--- config.mk ---
export PLATFORM = sky130hd
export DESIGN_NAME = pnode_tagger_128
export DESIGN_NICKNAME = d
export VERILOG_FILES = /design/src/rtl/pnode_pkg.sv /design/src/rtl/pnode_skid2.sv /design/src/rtl/pnode_tagger_128.sv
export SDC_FILE = /design/constraint.sdc
export NUM_CORES = 1
export LEC_CHECK = 0
export ABC_AREA = 1
export CAP_MARGIN = 25
export CORE_MARGIN = 10
export CORE_UTILIZATION = 47
export CTS_CLUSTER_DIAMETER = 150
export DETAILED_ROUTE_END_ITERATION = 12
export PLACE_DENSITY_LB_ADDON = 0.08
export RECOVER_POWER = 50
export SYNTH_ARGS = -nofsm -noshare
export SYNTH_HDL_FRONTEND = slang
export SYNTH_SLANG_ARGS = --single-unit
--- constraint.sdc ---
create_clock -name clock -period 1.6 [get_ports clock]
set_input_delay 0.24 -clock clock [delete_from_list [all_inputs] [get_ports clock]]
set_output_delay 0.24 -clock clock [all_outputs]
set_load 0.01 [all_outputs]
--- src/rtl/pnode_pkg.sv ---
// pnode_pkg: shared types for the pnode tagging path.
//   pnode_t        packed egress beat {tag, sop, eop, payload}
//   pnode_state_e  tagger FSM state encoding
//   TAG_W, PNODE_W widths of the tag field and of a full egress beat
package pnode_pkg;

    localparam int TAG_W   = 8;
    localparam int DATA_W  = 128;
    localparam int PNODE_W = TAG_W + 2 + DATA_W;   // 138

    typedef struct packed {
        logic [TAG_W-1:0]  tag;       // [137:130]
        logic              sop;       // [129]
        logic              eop;       // [128]
        logic [DATA_W-1:0] payload;   // [127:0]
    } pnode_t;

    typedef enum logic [1:0] {
        ST_IDLE   = 2'd0,
        ST_IN_PKT = 2'd1,
        ST_DROP   = 2'd2
    } pnode_state_e;

endpackage

--- src/rtl/pnode_skid2.sv ---
// pnode_skid2: 2-entry FIFO with valid/ready on both sides.
//   clock, resetn             clock, asynchronous active-low reset
//   s_data/s_valid/s_ready    write side; s_ready is registered "not full"
//   m_data/m_valid/m_ready    read side; m_data is the head entry
// A beat written into an empty FIFO is visible on m_* the next cycle, and a
// simultaneous push and pop keep the occupancy steady, so one beat per
// cycle flows with m_ready held high. Head data only moves on a pop, which
// keeps m_data stable while stalled.
module pnode_skid2 #(
    parameter int W = 8
) (
    input  logic         clock,
    input  logic         resetn,
    input  logic [W-1:0] s_data,
    input  logic         s_valid,
    output logic         s_ready,
    output logic [W-1:0] m_data,
    output logic         m_valid,
    input  logic         m_ready
);

    logic [W-1:0] mem [2];
    logic         wr_ptr;
    logic         rd_ptr;
    logic [1:0]   count;
    logic [1:0]   count_nxt;
    logic         push;
    logic         pop;

    assign push    = s_valid & s_ready;
    assign pop     = m_valid & m_ready;
    assign m_valid = (count != 2'd0);
    assign m_data  = mem[rd_ptr];

    always_comb begin
        count_nxt = count;
        case ({push, pop})
            2'b10:   count_nxt = count + 2'd1;
            2'b01:   count_nxt = count - 2'd1;
            default: count_nxt = count;
        endcase
    end

    always_ff @(posedge clock or negedge resetn) begin
        if (!resetn) begin
            mem[0]  <= '0;
            mem[1]  <= '0;
            wr_ptr  <= 1'b0;
            rd_ptr  <= 1'b0;
            count   <= 2'd0;
            s_ready <= 1'b0;
        end else begin
            if (push) begin
                mem[wr_ptr] <= s_data;
                wr_ptr      <= ~wr_ptr;
            end
            if (pop) rd_ptr <= ~rd_ptr;
            count   <= count_nxt;
            // Ready is looked ahead from the next occupancy so it is a flop.
            s_ready <= (count_nxt != 2'd2);
        end
    end

endmodule

--- src/rtl/pnode_tagger_128.sv ---
// pnode_tagger_128: tags 128-bit packet beats with an 8-bit packet tag and
// forwards them through a 2-entry skid FIFO to the match block.
//   clock, resetn                     clock, asynchronous active-low reset
//   in_data/in_sop/in_eop             ingress beat and packet markers
//   in_valid/in_ready                 ingress handshake (in_ready = FIFO not full)
//   pnode_data/pnode_valid/pnode_ready egress {tag, sop, eop, payload}
//   drop_count                        saturating count of discarded beats
// Parameters: MAX_WORDS (max beats per packet), TAG_INIT (tag after reset).
// Build option: define PNODE_MAXLEN_EN to cut packets at MAX_WORDS beats
// (forced eop, then drop the remainder). Without it there is no length limit
// and no beat counter.
module pnode_tagger_128
    import pnode_pkg::*;
#(
    parameter int         MAX_WORDS = 95,
    parameter logic [7:0] TAG_INIT  = 8'd0
) (
    input  logic               clock,
    input  logic               resetn,
    input  logic [127:0]       in_data,
    input  logic               in_sop,
    input  logic               in_eop,
    input  logic               in_valid,
    output logic               in_ready,
    output logic [PNODE_W-1:0] pnode_data,
    output logic               pnode_valid,
    input  logic               pnode_ready,
    output logic [15:0]        drop_count
);

    pnode_state_e     state, state_nxt;
    logic [TAG_W-1:0] tag, tag_nxt;
    logic [15:0]      drop_nxt;
    logic             accept;
    logic             fwd;
    pnode_t           wbeat;
`ifdef PNODE_MAXLEN_EN
    logic [7:0]       beat_cnt, cnt_nxt;
    logic [7:0]       bnum;
    logic             forced;
`endif

    assign accept = in_valid & in_ready;

    always_comb begin
        state_nxt     = state;
        tag_nxt       = tag;
        drop_nxt      = drop_count;
        fwd           = 1'b0;
        wbeat.tag     = tag;
        wbeat.sop     = 1'b0;
        wbeat.eop     = 1'b0;
        wbeat.payload = in_data;
`ifdef PNODE_MAXLEN_EN
        cnt_nxt       = beat_cnt;
        bnum          = beat_cnt + 8'd1;
        forced        = 1'b0;
`endif
        if (accept) begin
            if (in_sop) begin
                // A sop inside a packet abandons the open one: the new packet
                // takes the next tag even though no eop closed the old one.
                fwd       = 1'b1;
                wbeat.sop = 1'b1;
                wbeat.tag = (state == ST_IN_PKT) ? tag + 8'd1 : tag;
`ifdef PNODE_MAXLEN_EN
                bnum      = 8'd1;
`endif
            end else if (state == ST_IN_PKT) begin
                fwd = 1'b1;
            end else begin
                // Beat outside a packet (IDLE, or the tail of a cut packet).
                if (drop_count != 16'hFFFF) drop_nxt = drop_count + 16'd1;
                if (state == ST_DROP && in_eop) state_nxt = ST_IDLE;
            end

            if (fwd) begin
                wbeat.eop = in_eop;
`ifdef PNODE_MAXLEN_EN
                forced    = (bnum == 8'(MAX_WORDS)) && !in_eop;
                wbeat.eop = in_eop | forced;
                cnt_nxt   = bnum;
`endif
                tag_nxt   = wbeat.eop ? wbeat.tag + 8'd1 : wbeat.tag;
                state_nxt = wbeat.eop ? ST_IDLE : ST_IN_PKT;
`ifdef PNODE_MAXLEN_EN
                if (forced) state_nxt = ST_DROP;
`endif
            end
        end
    end

    always_ff @(posedge clock or negedge resetn) begin
        if (!resetn) begin
            state      <= ST_IDLE;
            tag        <= TAG_INIT;
            drop_count <= 16'd0;
`ifdef PNODE_MAXLEN_EN
            beat_cnt   <= 8'd0;
`endif
        end else begin
            state      <= state_nxt;
            tag        <= tag_nxt;
            drop_count <= drop_nxt;
`ifdef PNODE_MAXLEN_EN
            beat_cnt   <= cnt_nxt;
`endif
        end
    end

    pnode_skid2 #(.W(PNODE_W)) u_skid (
        .clock   (clock),
        .resetn  (resetn),
        .s_data  (wbeat),
        .s_valid (fwd),
        .s_ready (in_ready),
        .m_data  (pnode_data),
        .m_valid (pnode_valid),
        .m_ready (pnode_ready)
    );

endmodule

==> impl_metrics.tcl, run 1 <==
set metrics [dict create \
    initial_core_util_pct 47.3 \
    synth_edf_count 0 \
    yosysTopAreaCell "dfrtp_1" \
    syn-instance-count 1723 \
    grt_remaining_overflow 0 \
    ir_drop_uv 1430 \
    ys_ff_latch 306 \
    ys_top_cells_by_area "dfrtp_1 53%, nand2_1 20%, o21ai_2 7.1%" \
    layout_setup_ws_ns -0.414 \
    worst-path-stages 6 \
    htreeDepth 2 \
    intPower_uw 27000 \
    drt_iter0_markers 767 \
    path_class "reg -> out" \
    finalWirelength_um 42300 \
    synth_top_flop_cell "dfrtp_1" \
    hpwl_um 27600 \
    final_cells 2527 \
    syn-num-nets 1861 \
    pwr-share-clk_pct 17.8 \
    via_count 12400 \
    worst_slew_pin_slew_ns 1.22 \
    max_freq_mhz 497 \
    cp.arrival_ns 1.77 \
    ant_nets 0 \
    area_growth_pct 45.9 \
    worst_hold_path.num_cells 3 \
    preCtsSetupSlack_ns -0.455 \
    outcome "complete, but fails checks" \
    nets 2245 \
    diodes 0 \
    synth_warnings 0 \
    io_pins 290 \
    wl_per_cell_um 16.7 \
    die_x_um 195 \
    die_h_um 195 \
    postSynthAreaPerCell_um2 8.36 \
    mappedNetlistArea_um2 14400 \
    path_clk_slew_ns 0.06 \
    pwr-share-seq_pct 30.4 \
    cp_cell_sequence "buf_12 -> buf_12 -> buf_8 -> nand2_1 -> nand2_2 -> buf_6" \
    drv_slew 0 \
    maxCapViolations 0 \
    clk_latency_ns 0.50 \
    cts.path.max_buffers 3 \
    grt_pass1_wl_um 66800 \
    ys_async_sr_fraction_pct 100 \
    hold_viol 0 \
    end_kind "primary output" \
    violations "setup timing" \
    swShare_pct 38.8 \
    crit_fanout 6 \
    whs_ns 0.310 \
    powerDensity_nw_per_um2 2100 \
    drive_gt1_share_pct 31.7 \
    grt_max_degree 51 \
    power_frac_comb_pct 51.8 \
    cts_made_buffers 35 \
    power_leakage_uw 0.0111 \
    cp.required_ns 1.36 \
    place_inst 2422 \
    cpPeakStageDelay_ns 0.54 \
    gp_congestion 0.845 \
    coreArea_um2 30400 \
    seqCellArea_um2 7670 \
    cpMostUsedCell "buf_12" \
    path_delay_family "buffers and inverters" \
    routed_via_density 4.92 \
    drc 0 \
    ys_seq_area_share_pct 53.2 \
    fin_crit_sh_pct 126 \
    hp-class "in -> reg" \
    critPathSlowestCell "dfrtp_4" \
    root_buffer "clkbuf_16" \
    grt_pass1_vias 12500 \
    path_buf_inv 4 \
    critPathLaunchType "flop" \
    antenna_found_initial 0 \
    reg2reg_depth 8 \
    port_buffers 289 \
    setup_violations 403 \
    cts_tree "yes" \
    grt_setup_unrepaired "yes" \
    multi_input_area_um2 6330 \
    skew_ns 0.0140 \
    cts.sinks 306 \
    synth_cell_type_count 28 \
    num_rows 64 \
    design.die.area_um2 38000 \
    period_needed_ns 2.01 \
    fill_cells 2437 \
    drtPass1Iterations 5 \
    switching_power_uw 17100 \
    synth.top_cell.area_share_pct 53.2 \
    relSlewSlack_pct 18.9 \
    finalPower_uw 44000 \
    grt_usage_pct 21.1 \
]
kinds of logic (layout without fill, tap and decap cells):
kind of cell / after synthesis / after routing / synth area share [%]
AOI/OAI and AO/OA: 304 / 304 / 13.6
DFF: 306 / 306 / 53.2
and+or+nand+nor: 834 / 834 / 22.5
adders and majority gates: 4 / 4 / 0.348
buffers and inverters: 258 / 666 / 9.33
xor gates and xnor gates: 17 / 17 / 1.03
cell type report:
cell class / instances / area share (%)
Inverter: 167 / 3.11
Clock buffer: 53 / 5.07
Clock inverter: 8 / 0.339
Multi-Input combinational cell: 1159 / 30.1
Sequential cell: 306 / 36.5
Tap cell: 396 / 2.36
Timing Repair Buffer: 438 / 22.5
cell usage in the layout, fill, tap and decap left out, drive strengths merged, types with 3 or more instances in the layout:
cell and instances:
a21oi 3, buf 276, clkbuf 64, clkdlybuf4s50 132, clkinv 7, dfrtp 306
dlymetal6s2s 18, ha 4, inv 166, nand2 770, nand3 25, nand4 4
nor2 28, nor3 5, o21ai 297, o22ai 3, xnor2 8, xor2 9
flip-flops by register name, summed over array words and instances (netlist names):
name            count
u_skid.wr_ptr       1
drop_count         16
u_skid.s_ready      1
state               1
u_skid.rd_ptr       1
tag                 8
u_skid.mem        276
u_skid.count        2
worst paths after layout:
kind                                     start               to  slack, ns
worst max-delay path             u_skid.rd_ptr   pnode_data[44]      -0.41
worst min-delay path               in_data[12]  u_skid.mem[150]       0.31
worst max register to register        state[0]   u_skid.s_ready      -0.20
worst min register to register  u_skid.mem[20]   u_skid.mem[20]       0.48
max in group asynchronous               resetn    drop_count[4]       0.13
min in group asynchronous               resetn  u_skid.mem[152]       0.54
metal layers:
layer / vias up / routed length (um) / track usage (%) / share of wire [%]
li1: 6130 / - / - / -
met1: 5917 / 18500 / 28.1 / 44
met2: 329 / 20400 / 34.1 / 48
met5: - / 0 / 0 / 0
met4: 0 / 1000 / 5.88 / 2.4
met3: 67 / 2430 / 4.42 / 5.8
power groups by stage:
stage / sequential [uW] / clock, uW / combinational [uW]
CTS: 13000 / 8000 / 20200
floorplan: 12700 / 0 / 10100
global placement: 12900 / 0 / 18600
finish: 13400 / 7820 / 22800
detailed placement: 13000 / 0 / 18900
global route: 13800 / 8330 / 25000
synth_stat cells, types with 3 or more instances:
master and instances:
a21oi_1 3, buf_6 49, clkbuf_1 40, dfrtp_1 306
ha_1 4, inv_1 162, inv_2 3, nand2_1 768
nand3_1 25, nand4_1 4, nor2_1 23, nor3_1 4
o21ai_0 70, o21ai_1 111, o21ai_2 116, o22ai_1 3
xnor2_1 8, xor2_1 9
metrics by stage:
step / TNS [ns] / cell area (um2) / utilization [%]
finish: -64.49 / 21000 / 69.1
global route: -109.04 / 21000 / 69.1
CTS: -56.44 / 19800 / 65.2
detailed placement: -86.08 / 18300 / 60.0
global placement: -78.89 / 18300 / 60.0
floorplan: -0.0168 / 14400 / -
worst reg2reg max path, cell delays in order, from the launching register on:
cell,delay [ns]
dfrtp_2,0.43
nor2_1,0.17
nor2_4,0.06
inv_1,0.31
ha_4,0.27
a21oi_2,0.09
o21ai_1,0.08
xor2_1,0.17
nand3_1,0.09
what timing repair did:
action                                  in CTS  in global routing
hold buffers                                 1                  0
pin swaps                                   33                 65
gates cloned                                11                  9
resized for setup                          712                308
hold endpoints to repair                    49                  0
setup buffers                               26                  7
endpoints found under the setup margin     165                256
Note: power is estimated with default switching activity, not from simulation.
==> inputs of run 2 (changes only) <==
--- a/config.mk
+++ b/config.mk
@@ -11,6 +11,7 @@
 export CORE_UTILIZATION = 47
 export CTS_CLUSTER_DIAMETER = 150
 export DETAILED_ROUTE_END_ITERATION = 12
+export MAX_ROUTING_LAYER = met4
 export PLACE_DENSITY_LB_ADDON = 0.08
 export RECOVER_POWER = 50
 export SYNTH_ARGS = -nofsm -noshare
==> run 2 against run 1 <==
The run still ends with setup timing left; critical path type unchanged; sequential share of layout area is 0.41 points higher; clock power about the same; wire length is 0.84% lower; core utilization is 0.76 points lower; combinational power shrank 3%; clock skew down 0.0018 ns; critical endpoint is now pnode_data[125]; hold slack is essentially flat; cell area is 1.1% lower.
==> impl_metrics.tcl, run 2 (synthesized netlist as in run 1, its figures left out) <==
set metrics [dict create \
    outcome "complete, but fails checks" \
    violations "setup timing" \
    via_count 12500 \
    powerDensity_nw_per_um2 2090 \
    cp.required_ns 1.36 \
    drt_iter0_markers 848 \
    cts.path.max_buffers 3 \
    drv_slew 0 \
    hold_viol 0 \
    postPlaceCellArea_um2 18300 \
    maxCapViolations 0 \
    grt_pass1_vias 12500 \
    design.die.area_um2 38000 \
    final_common_cell "nand2_1" \
    fin_crit_sh_pct 125 \
    layout_setup_ws_ns -0.396 \
    grt_remaining_overflow 0 \
    area_growth_pct 44.3 \
    multi_input_area_um2 6180 \
    antenna_found_initial 0 \
    reg.largest.list "u_skid.mem (276), drop_count (16), tag (8)" \
    whs_ns 0.310 \
    finalPower_uw 43300 \
    coreArea_um2 30400 \
    fill_cells 2469 \
    regMostFlops "u_skid.mem" \
    routed_via_density 4.94 \
    cp_cell_sequence "buf_12 -> buf_12 -> buf_12 -> nand2_2 -> nand2_2 -> buf_6" \
    initial_core_util_pct 47.3 \
    finalWirelength_um 41900 \
    power_leakage_uw 0.0110 \
    path_buf_inv 4 \
    cts_tree "yes" \
    wl_per_cell_um 16.6 \
    largest_reg_flops 276 \
    path_delay_family "buffers and inverters" \
    grt_pass1_wl_um 66700 \
    r2r-start "state[0]" \
    ir_drop_uv 1390 \
    root_buffer "clkbuf_16" \
    place_inst 2422 \
    final_cell_mix "622 x nand2_1, 298 x dfrtp_1, 162 x inv_1" \
    critPathSlowestCell "dfrtp_4" \
    die_x_um 195 \
    port_buffers 289 \
    diodes 0 \
    period_needed_ns 2.00 \
    path_clk_slew_ns 0.06 \
    nets 2243 \
    drtPass1Iterations 4 \
    setup_violations 405 \
    skew_ns 0.0123 \
    max_freq_mhz 501 \
    worstHoldStart "in_data[12]" \
    relSlewSlack_pct 18.7 \
    grt_max_degree 51 \
    io_pins 290 \
    grt_setup_unrepaired "yes" \
    crit_fanout 6 \
    drc 0 \
    clk_latency_ns 0.50 \
    worst_slew_pin_slew_ns 1.22 \
    critPathLaunchType "flop" \
    grt_usage_pct 21.7 \
    fin_area_um2 20800 \
    cts_made_buffers 35 \
    startpoint "u_skid.rd_ptr" \
    hp-class "in -> reg" \
    cpMostUsedCell "buf_12" \
    path_class "reg -> out" \
    cpPeakStageDelay_ns 0.54 \
    cp.arrival_ns 1.76 \
    htreeDepth 2 \
    ant_nets 0 \
    num_rows 64 \
    gp_congestion 0.858 \
    seqCellArea_um2 7670 \
    end_kind "primary output" \
    die_h_um 195 \
    post-route-util_pct 68.3 \
    hpwl_um 27600 \
    cts.sinks 306 \
    final_cells 2525 \
    drive_gt1_share_pct 30.3 \
]
[run 2: changes by cell type in the layout (fill, tap and decap cells not counted), moves of 4 or more]
cell / before / now
nand2_1: 594 / 622
nand2_4: 62 / 47
nand2_2: 114 / 101
buf_2: 50 / 59
buf_6: 100 / 96
buf_8: 11 / 7
[run 2: worst paths after layout]
| check | end | cells past startpoint | slack, ns |
|---|---|---|---|
| max in group asynchronous | u_skid.mem[225] | 3 | 0.13 |
| hold reg to reg | u_skid.mem[20] | 2 | 0.48 |
| hold / removal | u_skid.mem[150] | 3 | 0.31 |
| setup / recovery | pnode_data[125] | 6 | -0.40 |
| min in group asynchronous | u_skid.mem[152] | 2 | 0.54 |
| setup reg to reg | u_skid.s_ready | 8 | -0.21 |
[run 2: metal layers]
layer | vias to the layer above | GRT usage (%) | part of all wire (%)
li1 | 6124 | - | -
met1 | 5942 | 28.5 | 44
met2 | 327 | 34.1 | 49
met3 | 69 | 3.77 | 4.9
met4 | 0 | 5.88 | 2.3
met5 | - | - | 0
[run 2: cell type report]
| class | count | share of cell area (%) |
|---|---|---|
| Multi-Input combinational cell | 1159 | 29.7 |
| Inverter | 167 | 3.15 |
| Clock buffer | 53 | 5.13 |
| Clock inverter | 8 | 0.343 |
| Sequential cell | 306 | 36.9 |
| Timing Repair Buffer | 436 | 22.3 |
| Tap cell | 396 | 2.38 |
[run 2: where the power goes]
group	leakage (uW)	switching [uW]	total [uW]	internal, uW
Sequential	0.00384	2140	13300	11200
Clock	0.000561	3060	7810	4750
Combinational	0.00659	11600	22200	10700
Total	0.0110	16700	43300	26600
[run 2: tightest hold or removal path, stage by stage]
cell and delay (ns):
clkdlybuf4s50_1 0.40, inv_1 0.06, o21ai_1 0.06
[run 2: timing repair]
action	in CTS	in global routing
endpoints found under the setup margin	165	254
buffers inserted	26	9
resized for setup	712	256
pin swaps	33	49
gates cloned	11	7
hold buffers	1	0
hold endpoints to repair	49	0
[run 2: stage by stage]
stage	TNS (ns)	setup WS (ns)
floorplan	-0.0168	-0.0168
global placement	-78.89	-0.418
detailed placement	-86.08	-0.455
CTS	-56.44	-0.491
global route	-109.45	-0.442
finish	-64.42	-0.396
==> inputs of run 3 (changes only) <==
--- a/config.mk
+++ b/config.mk
@@ -8,7 +8,7 @@
 export ABC_AREA = 1
 export CAP_MARGIN = 25
 export CORE_MARGIN = 10
-export CORE_UTILIZATION = 47
+export CORE_UTILIZATION = 52
 export CTS_CLUSTER_DIAMETER = 150
 export DETAILED_ROUTE_END_ITERATION = 12
 export MAX_ROUTING_LAYER = met4
==> constraint.sdc (replaced) <==
create_clock -name clock -period 2.1 [get_ports clock]
set_input_delay 0.315 -clock clock [delete_from_list [all_inputs] [get_ports clock]]
set_output_delay 0.315 -clock clock [all_outputs]
set_load 0.01 [all_outputs]
==> run 3 against run 2 <==
The run still ends with setup timing left; largest cell class unchanged; largest power group unchanged; critical endpoint is now pnode_data[61]; highest routed layer unchanged; sequential share of layout area rose by 1.9 points; first-iteration DRC count rose by 13%; clock power fell by 23%.
==> impl_metrics.tcl, run 3 (synthesized netlist as in run 1, its figures left out) <==
set metrics [dict create \
    grt_setup_unrepaired "yes" \
    initial_core_util_pct 53.1 \
    worst_slew_pin_slew_ns 1.47 \
    die_h_um 186 \
    pwr-share-clk_pct 19.0 \
    cts.path.max_buffers 3 \
    final_common_cell "nand2_1" \
    post-route-util_pct 72.8 \
    cts_made_buffers 35 \
    intPower_uw 19200 \
    num_rows 60 \
    grt_max_degree 65 \
    grt_remaining_overflow 0 \
    nets 2200 \
    final_cell_mix "665 x nand2_1, 305 x dfrtp_1, 162 x inv_1" \
    ir_drop_uv 914 \
    htreeDepth 2 \
    skew_ns 0.00906 \
    ant_nets 0 \
    period_needed_ns 2.15 \
    die_x_um 186 \
    hpwl_um 26900 \
    clk_latency_ns 0.50 \
    violations "setup timing" \
    port_buffers 289 \
    end_kind "primary output" \
    grt_pass1_wl_um 67400 \
    reg.largest.list "u_skid.mem (276), drop_count (16), tag (8)" \
    fin_crit_sh_pct 103 \
    routed_via_density 5.10 \
    drv_slew 0 \
    antenna_found_initial 2 \
    switching_power_uw 12400 \
    power_frac_comb_pct 48.9 \
    crit_fanout 8 \
    cts_tree "yes" \
    grt_pass1_vias 12700 \
    design.die.area_um2 34800 \
    coreArea_um2 27100 \
    hold_viol 0 \
    layout_setup_ws_ns -0.0530 \
    via_count 12500 \
    drt_iter0_markers 961 \
    gp_congestion 0.897 \
    drc 0 \
    hp-class "in -> reg" \
    root_buffer "clkbuf_16" \
    critPathLaunchType "flop" \
    cts.sinks 306 \
    power_leakage_uw 0.0103 \
    pwr-share-seq_pct 32.1 \
    path_class "reg -> out" \
    cp.arrival_ns 1.84 \
    area_growth_pct 37.0 \
    swShare_pct 39.3 \
    outcome "complete, but fails checks" \
    regMostFlops "u_skid.mem" \
    grt_usage_pct 24.2 \
    max_freq_mhz 464 \
    finalWirelength_um 42400 \
    cp.required_ns 1.78 \
    setup_violations 17 \
    relSlewSlack_pct 1.71 \
    drtPass1Iterations 6 \
    largest_reg_flops 276 \
    path_clk_slew_ns 0.06 \
    io_pins 290 \
    wl_per_cell_um 17.2 \
    maxCapViolations 0 \
    finalPower_uw 31600 \
    powerDensity_nw_per_um2 1600 \
    drive_gt1_share_pct 25.0 \
]
-- run 3: cell count changes in the layout (fill, tap and decap cells not counted), moves of 8 or more --
cell / before / now
buf_2: 59 / 85
buf_4: 74 / 41
buf_6: 96 / 55
clkdlybuf4s50_1: 132 / 150
dlymetal6s2s_1: 18 / 0
nand2_1: 622 / 665
nand2_2: 101 / 80
nand2_4: 47 / 25
nand3_1: 17 / 25
o21ai_0: 55 / 68
o21ai_1: 121 / 113
-- run 3: final cells by class --
type                    count  area [um2]
diodes                      2        5.00
clock buffers              54        1080
clock inverters             6        57.6
fillers                  2103        7370
inverters                 167         657
multi-input cells        1159        5780
flip-flops and latches    306        7660
well taps                 372         465
repair buffers            392        4010
repair inverters            1        16.3
-- run 3: layer usage --
metal | up-vias | routed length, um | global-route usage (%)
met5 | - | 0 | -
met4 | 0 | 1030 | 7.54
met3 | 73 | 2720 | 5.33
met2 | 421 | 20500 | 38.9
met1 | 6007 | 18200 | 30.0
li1 | 6044 | - | -
-- run 3: repair_timing --
item,4_1_cts,5_1_grt
pin swaps,32,17
gates cloned,17,3
resized for setup,703,60
endpoints found under the setup margin,138,118
endpoints found under the hold margin,47,0
setup buffers,17,3
hold buffers,1,0
-- run 3: power by group through the flow --
stage	sequential, uW	clock [uW]	combinational, uW
after floorplan	9650	0	7630
after global placement	9880	0	13600
after detailed placement	9970	0	13800
after CTS	10000	6070	15200
after global routing	10400	6350	16900
final	10100	6020	15500
-- run 3: worst max-delay path: stages (launching register included) --
cell      delay, ns
dfrtp_4        0.54
clkinv_8       0.11
buf_12         0.15
buf_12         0.13
buf_16         0.15
nand2_2        0.06
nand2_2        0.06
buf_6          0.12
-- run 3: final timing paths --
| check | startpoint | to | slack [ns] | cells after the start |
|---|---|---|---|---|
| max in group asynchronous | resetn | u_skid.mem[55] | 0.21 | 3 |
| min in group asynchronous | resetn | u_skid.mem[154] | 0.72 | 2 |
| max reg2reg | tag[0] | tag[6] | 0.20 | 10 |
| max | u_skid.rd_ptr | pnode_data[61] | -0.05 | 7 |
| min reg2reg | u_skid.mem[21] | u_skid.mem[21] | 0.48 | 2 |
| min | in_data[48] | u_skid.mem[186] | 0.38 | 3 |
-- run 3: metrics by stage --
| step | worst slack [ns] | setup TNS, ns | std cells | hold slack (ns) | instance area, um2 |
|---|---|---|---|---|---|
| floorplan | 0.411 | 0 | 1723 | 0.0194 | 14400 |
| global placement | -0.0102 | -0.0141 | 2362 | 0.304 | 17900 |
| detailed placement | -0.0632 | -0.210 | 2362 | 0.315 | 17900 |
| CTS | -0.0929 | -3.42 | 2456 | 0.360 | 19700 |
| global route | -0.0997 | -1.61 | 2459 | 0.381 | 19700 |
| finish | -0.0530 | -0.689 | 2459 | 0.377 | 19700 |
==> RTL edit 1, RTL diff (settings of run 3) <==
Set the package constant `TAG_W` to 12 (it was 8).
--- a/src/rtl/pnode_pkg.sv
+++ b/src/rtl/pnode_pkg.sv
@@ -6,3 +6,3 @@
 
-    localparam int TAG_W   = 8;
+    localparam int TAG_W   = 12;
     localparam int DATA_W  = 128;
Interface: changed (resized pnode_data); port bits go from 290 to 294. No check against the original RTL was run, so the function may have changed too.
==> RTL edit 1 against run 3 <==
First-iteration DRC count up 11%. Power shrank 2.7%. Final area increased by 0.38%. Synthesized area grew 1.0%. Largest power group unchanged. Routed wire length hardly changed. Setup slack better by 0.058 ns. Sequential cell count increased by 12. Sequential share of layout area increased by 1.4 points.
==> RTL edit 1: results <==
[outcome]
status = "completed"

[synth]
synthTopCellsByCount = "nand2_1, dfrtp_1, o21ai_1, inv_1, buf_2"
synth_compound_area_share_pct = 11.0
synth.distinct_cells = 34
synthAdderAreaFrac_pct = 0.344
synthTopCellsByArea = "dfrtp_1, nand2_1, o21ai_1"
synth_xor_xnor_area_share_pct = 1.20
seq_area_frac_synth_pct = 54.7
syn_nets = 1978
synthCells = 1840

[routing]
via_per_inst = 5.03
first_iter_violations = 1063
dr.pass1.iters = 7
vias = 13000
post_drt_wl_per_cell_um = 16.5

[worst_setup_path]
r2r-start = "tag[0]$_DFFE_PN0P_"
rr_endpoint = "tag[10]$_DFFE_PN0P_"
timing.reg2reg.worst_path_depth = 13
r2r_slack_ns = 0.18
arrival_ns = 1.78
cp_max_fo = 5

[layout]
nNetsFinal = 2312
final_layout_size_suffix_gt1_share_pct = 17.6
reg_top3 = "u_skid.mem: 284 flops, drop_count: 16 flops, tag: 12 flops"
n_antenna_cell = 0

[clock_tree]
cts-buffers-inserted = 36
hold_buffers = 1
postCtsSetupBuffers = 9
ctsResizeCount = 610

[power]
p_leak_nw = 10.4
p_int_mw = 18.9
worst_ir_drop_vdd_mv = 0.836

[grt]
grt_pass1_wl_mm = 67.7
grtUsageMet2_pct = 39.4
gr-usage-all-layers_pct = 24.0
antenna_found_initial = 0
met3_usage_pct = 4.55
grt_use_met1_pct = 29.7

[worst_hold_path]
worstHoldStart = "in_data[112]"
hold_end = "u_skid.mem[112]$_DFFE_PN0P_"

[timing]
slew_headroom_pct = 7.93
hold_ws_ns = 0.367
fin_skew_ns = 0.0112
setup-violations-final = 0

[placement]
post-place-cells = 2489
gp_congestion = 0.839
place_hpwl_mm = 28.1
io_buffers = 293
==> RTL edit 1: area by class of cell <==
class	count	area, µm²
flip-flops and latches	318	7960
multi-input cells	1249	5640
inverters	177	694
well taps	378	473
clock buffers	51	1050
fillers	2175	7900
clock inverters	12	92.6
repair buffers	392	3900
==> RTL edit 1: through the flow <==
stage | worst slack, ns | instance area, µm² | power, mW
floorplan | 0.0975 | 14500 | 17.0
global placement | -0.129 | 18500 | 24.0
detailed placement | -0.173 | 18500 | 24.3
CTS | -0.104 | 19500 | 30.1
global route | -0.0599 | 19800 | 33.0
finish | 0.00462 | 19800 | 30.8
==> RTL edit 1: how the worst max path moves through the flow <==
stage               slack [ns]                      start                  endpoint  cells after the start
CTS                      -0.10  u_skid.rd_ptr$_DFFE_PN0P_           pnode_data[103]                      6
global route             -0.06  u_skid.rd_ptr$_DFFE_PN0P_            pnode_data[61]                      6
detailed placement       -0.17                     in_sop        tag[7]$_DFFE_PN0P_                     11
finish                   0.005  u_skid.rd_ptr$_DFFE_PN0P_           pnode_data[112]                      6
floorplan                  0.1       state[0]$_DFFE_PN0P_  u_skid.s_ready$_DFF_PN0_                      9
global placement         -0.13                     in_sop       tag[10]$_DFFE_PN0P_                     13
==> RTL edit 1: power groups by stage <==
stage	sequential [mW]	combinational [mW]	clock, mW
floorplan	9.99	7.04	0
global placement	10.2	13.7	0
detailed placement	10.3	14.0	0
CTS	10.3	13.7	6.17
global route	10.7	15.9	6.44
finish	10.4	14.4	6.04
==> RTL edit 1: layer usage <==
| layer | up-vias | wire, µm |
|---|---|---|
| met5 | - | 0 |
| met3 | 63 | 2380 |
| li1 | 6395 | - |
| met4 | 0 | 1110 |
| met1 | 6114 | 17900 |
| met2 | 385 | 21000 |
==> RTL edit 2, RTL diff (settings of run 3) <==
Made on the original files. Re-encode `pnode_state_e` (3 states) as one-hot, 3 bits wide.
--- a/src/rtl/pnode_pkg.sv
+++ b/src/rtl/pnode_pkg.sv
@@ -17,6 +17,6 @@
 
-    typedef enum logic [1:0] {
-        ST_IDLE   = 2'd0,
-        ST_IN_PKT = 2'd1,
-        ST_DROP   = 2'd2
+    typedef enum logic [2:0] {
+        ST_IDLE   = 3'b001,
+        ST_IN_PKT = 3'b010,
+        ST_DROP   = 3'b100
     } pnode_state_e;
Check against the original RTL: same outputs for any inputs over 4 cycles, from zero or initial values and one cycle with resetn low; so few cycles prove little.
==> RTL edit 2 against run 3 <==
The flow still finishes with violations (setup timing). Sequential cell count increased by 1. Register-to-register slack got worse by 0.20 ns. Sequential power about the same. Sequential share of layout area increased by 1.7 points. Synthesized area decreased by 3.0%. Final cell count decreased by 2.2%. Clock power decreased by 6.8%. Power decreased by 4.4%. Setup slack got worse by 0.057 ns. Routed wire length decreased by 3.6%. Final area decreased by 4.0%. Critical endpoint is now pnode_data[39]. Highest routed layer unchanged.
==> RTL edit 2: results <==
[outcome]
status = "finished with violations"
violations = "setup timing"

[worst_setup_path]
endpoint = "pnode_data[39]"
r2r-start = "state[0]$_DFFE_PN1P_"
rr_endpoint = "u_skid.mem[41]$_DFFE_PN0P_"
cpPeakStageDelay_ns = 0.48
crit_family = "buffers and inverters"
r2r_slack_ns = 0
cp_max_fo = 7

[timing]
setup-violations-final = 46
worst_pin_slew_ns = 1.44
tns_ns = -1.97
fin_skew_ns = 0.0183
fin_ws_ns = -0.110

[clock_tree]
postCtsSetupBuffers = 10
ctsResizeCount = 438
cts-buffers-inserted = 34

[synth]
synthTopCellsByCount = "nand2_1, dfrtp_1, inv_1, o21ai_0, o21ai_1"
syn_nets = 1858
synth.distinct_cells = 31
synthCells = 1720
synthTopCellsByArea = "dfrtp_1, nand2_1, o21ai_0"
yosysWarnings = 0
seq_area_frac_synth_pct = 55.0

[grt]
gr-usage-all-layers_pct = 23.3
grt_pass1_wl_mm = 62.4
antenna_found_initial = 0
grtUsageMet2_pct = 36.2
grt_use_met1_pct = 30.2
met3_usage_pct = 5.77
grt_max_degree = 70

[placement]
preCtsSetupSlack_ns = -0.222
postPlaceCellArea_mm2 = 0.0175
gp_congestion = 0.885
place_hpwl_mm = 26.2
post-place-cells = 2307

[layout]
nNetsFinal = 2187
clock_area_share_pct = 5.52
buffers_excl_clock = 386
final_layout_size_suffix_gt1_share_pct = 19.5
register_area_mm2 = 0.00769
n_antenna_cell = 1
buf_share_pct = 20.1
multi_input_comb_cells = 1152
multi_input_area_share_pct = 28.1
n_fill_cell = 2062
seq_cells = 307

[die]
rows = 59

[routing]
vias = 12300

[worst_hold_path]
worstHoldStart = "in_data[2]"
hold_end = "u_skid.mem[2]$_DFFE_PN0P_"

[power]
worst_ir_drop_vdd_mv = 0.976
RTL edit 2: cell types whose count changed after synthesis, sizes merged, moves of 2 or more:
cell    delta
o22ai      -2
a21oi      +4
xnor2      -4
o21ai      +4
nor4       +3
nor2       -2
clkbuf    +10
nand2     -12
nand3      -3
buf        -8
nor3       +3
RTL edit 2: where the power goes:
part / switching (mW) / total [mW] / internal, mW
clock: 2.27 / 5.61 / 3.34
sequential: 1.57 / 10.1 / 8.55
combinational: 8.01 / 14.5 / 6.47
RTL edit 2: kinds of logic after synthesis:
logic type / after synthesis / synth area share [%]
XOR/XNOR: 14 / 0.878
AO/OA/AOI/OAI: 311 / 12.4
buffers and inverters: 261 / 8.33
AND/OR/NAND/NOR: 823 / 23.0
adder cells (fa/ha/maj): 4 / 0.358
flip-flops: 307 / 55.0
RTL edit 2: routing by layer:
metal	part of all wire [%]	up-vias	wire length (µm)
met4	1.3	0	522
met1	43	5873	17600
met5	0	-	0
li1	-	6010	-
met2	47	426	19400
met3	8.1	37	3330
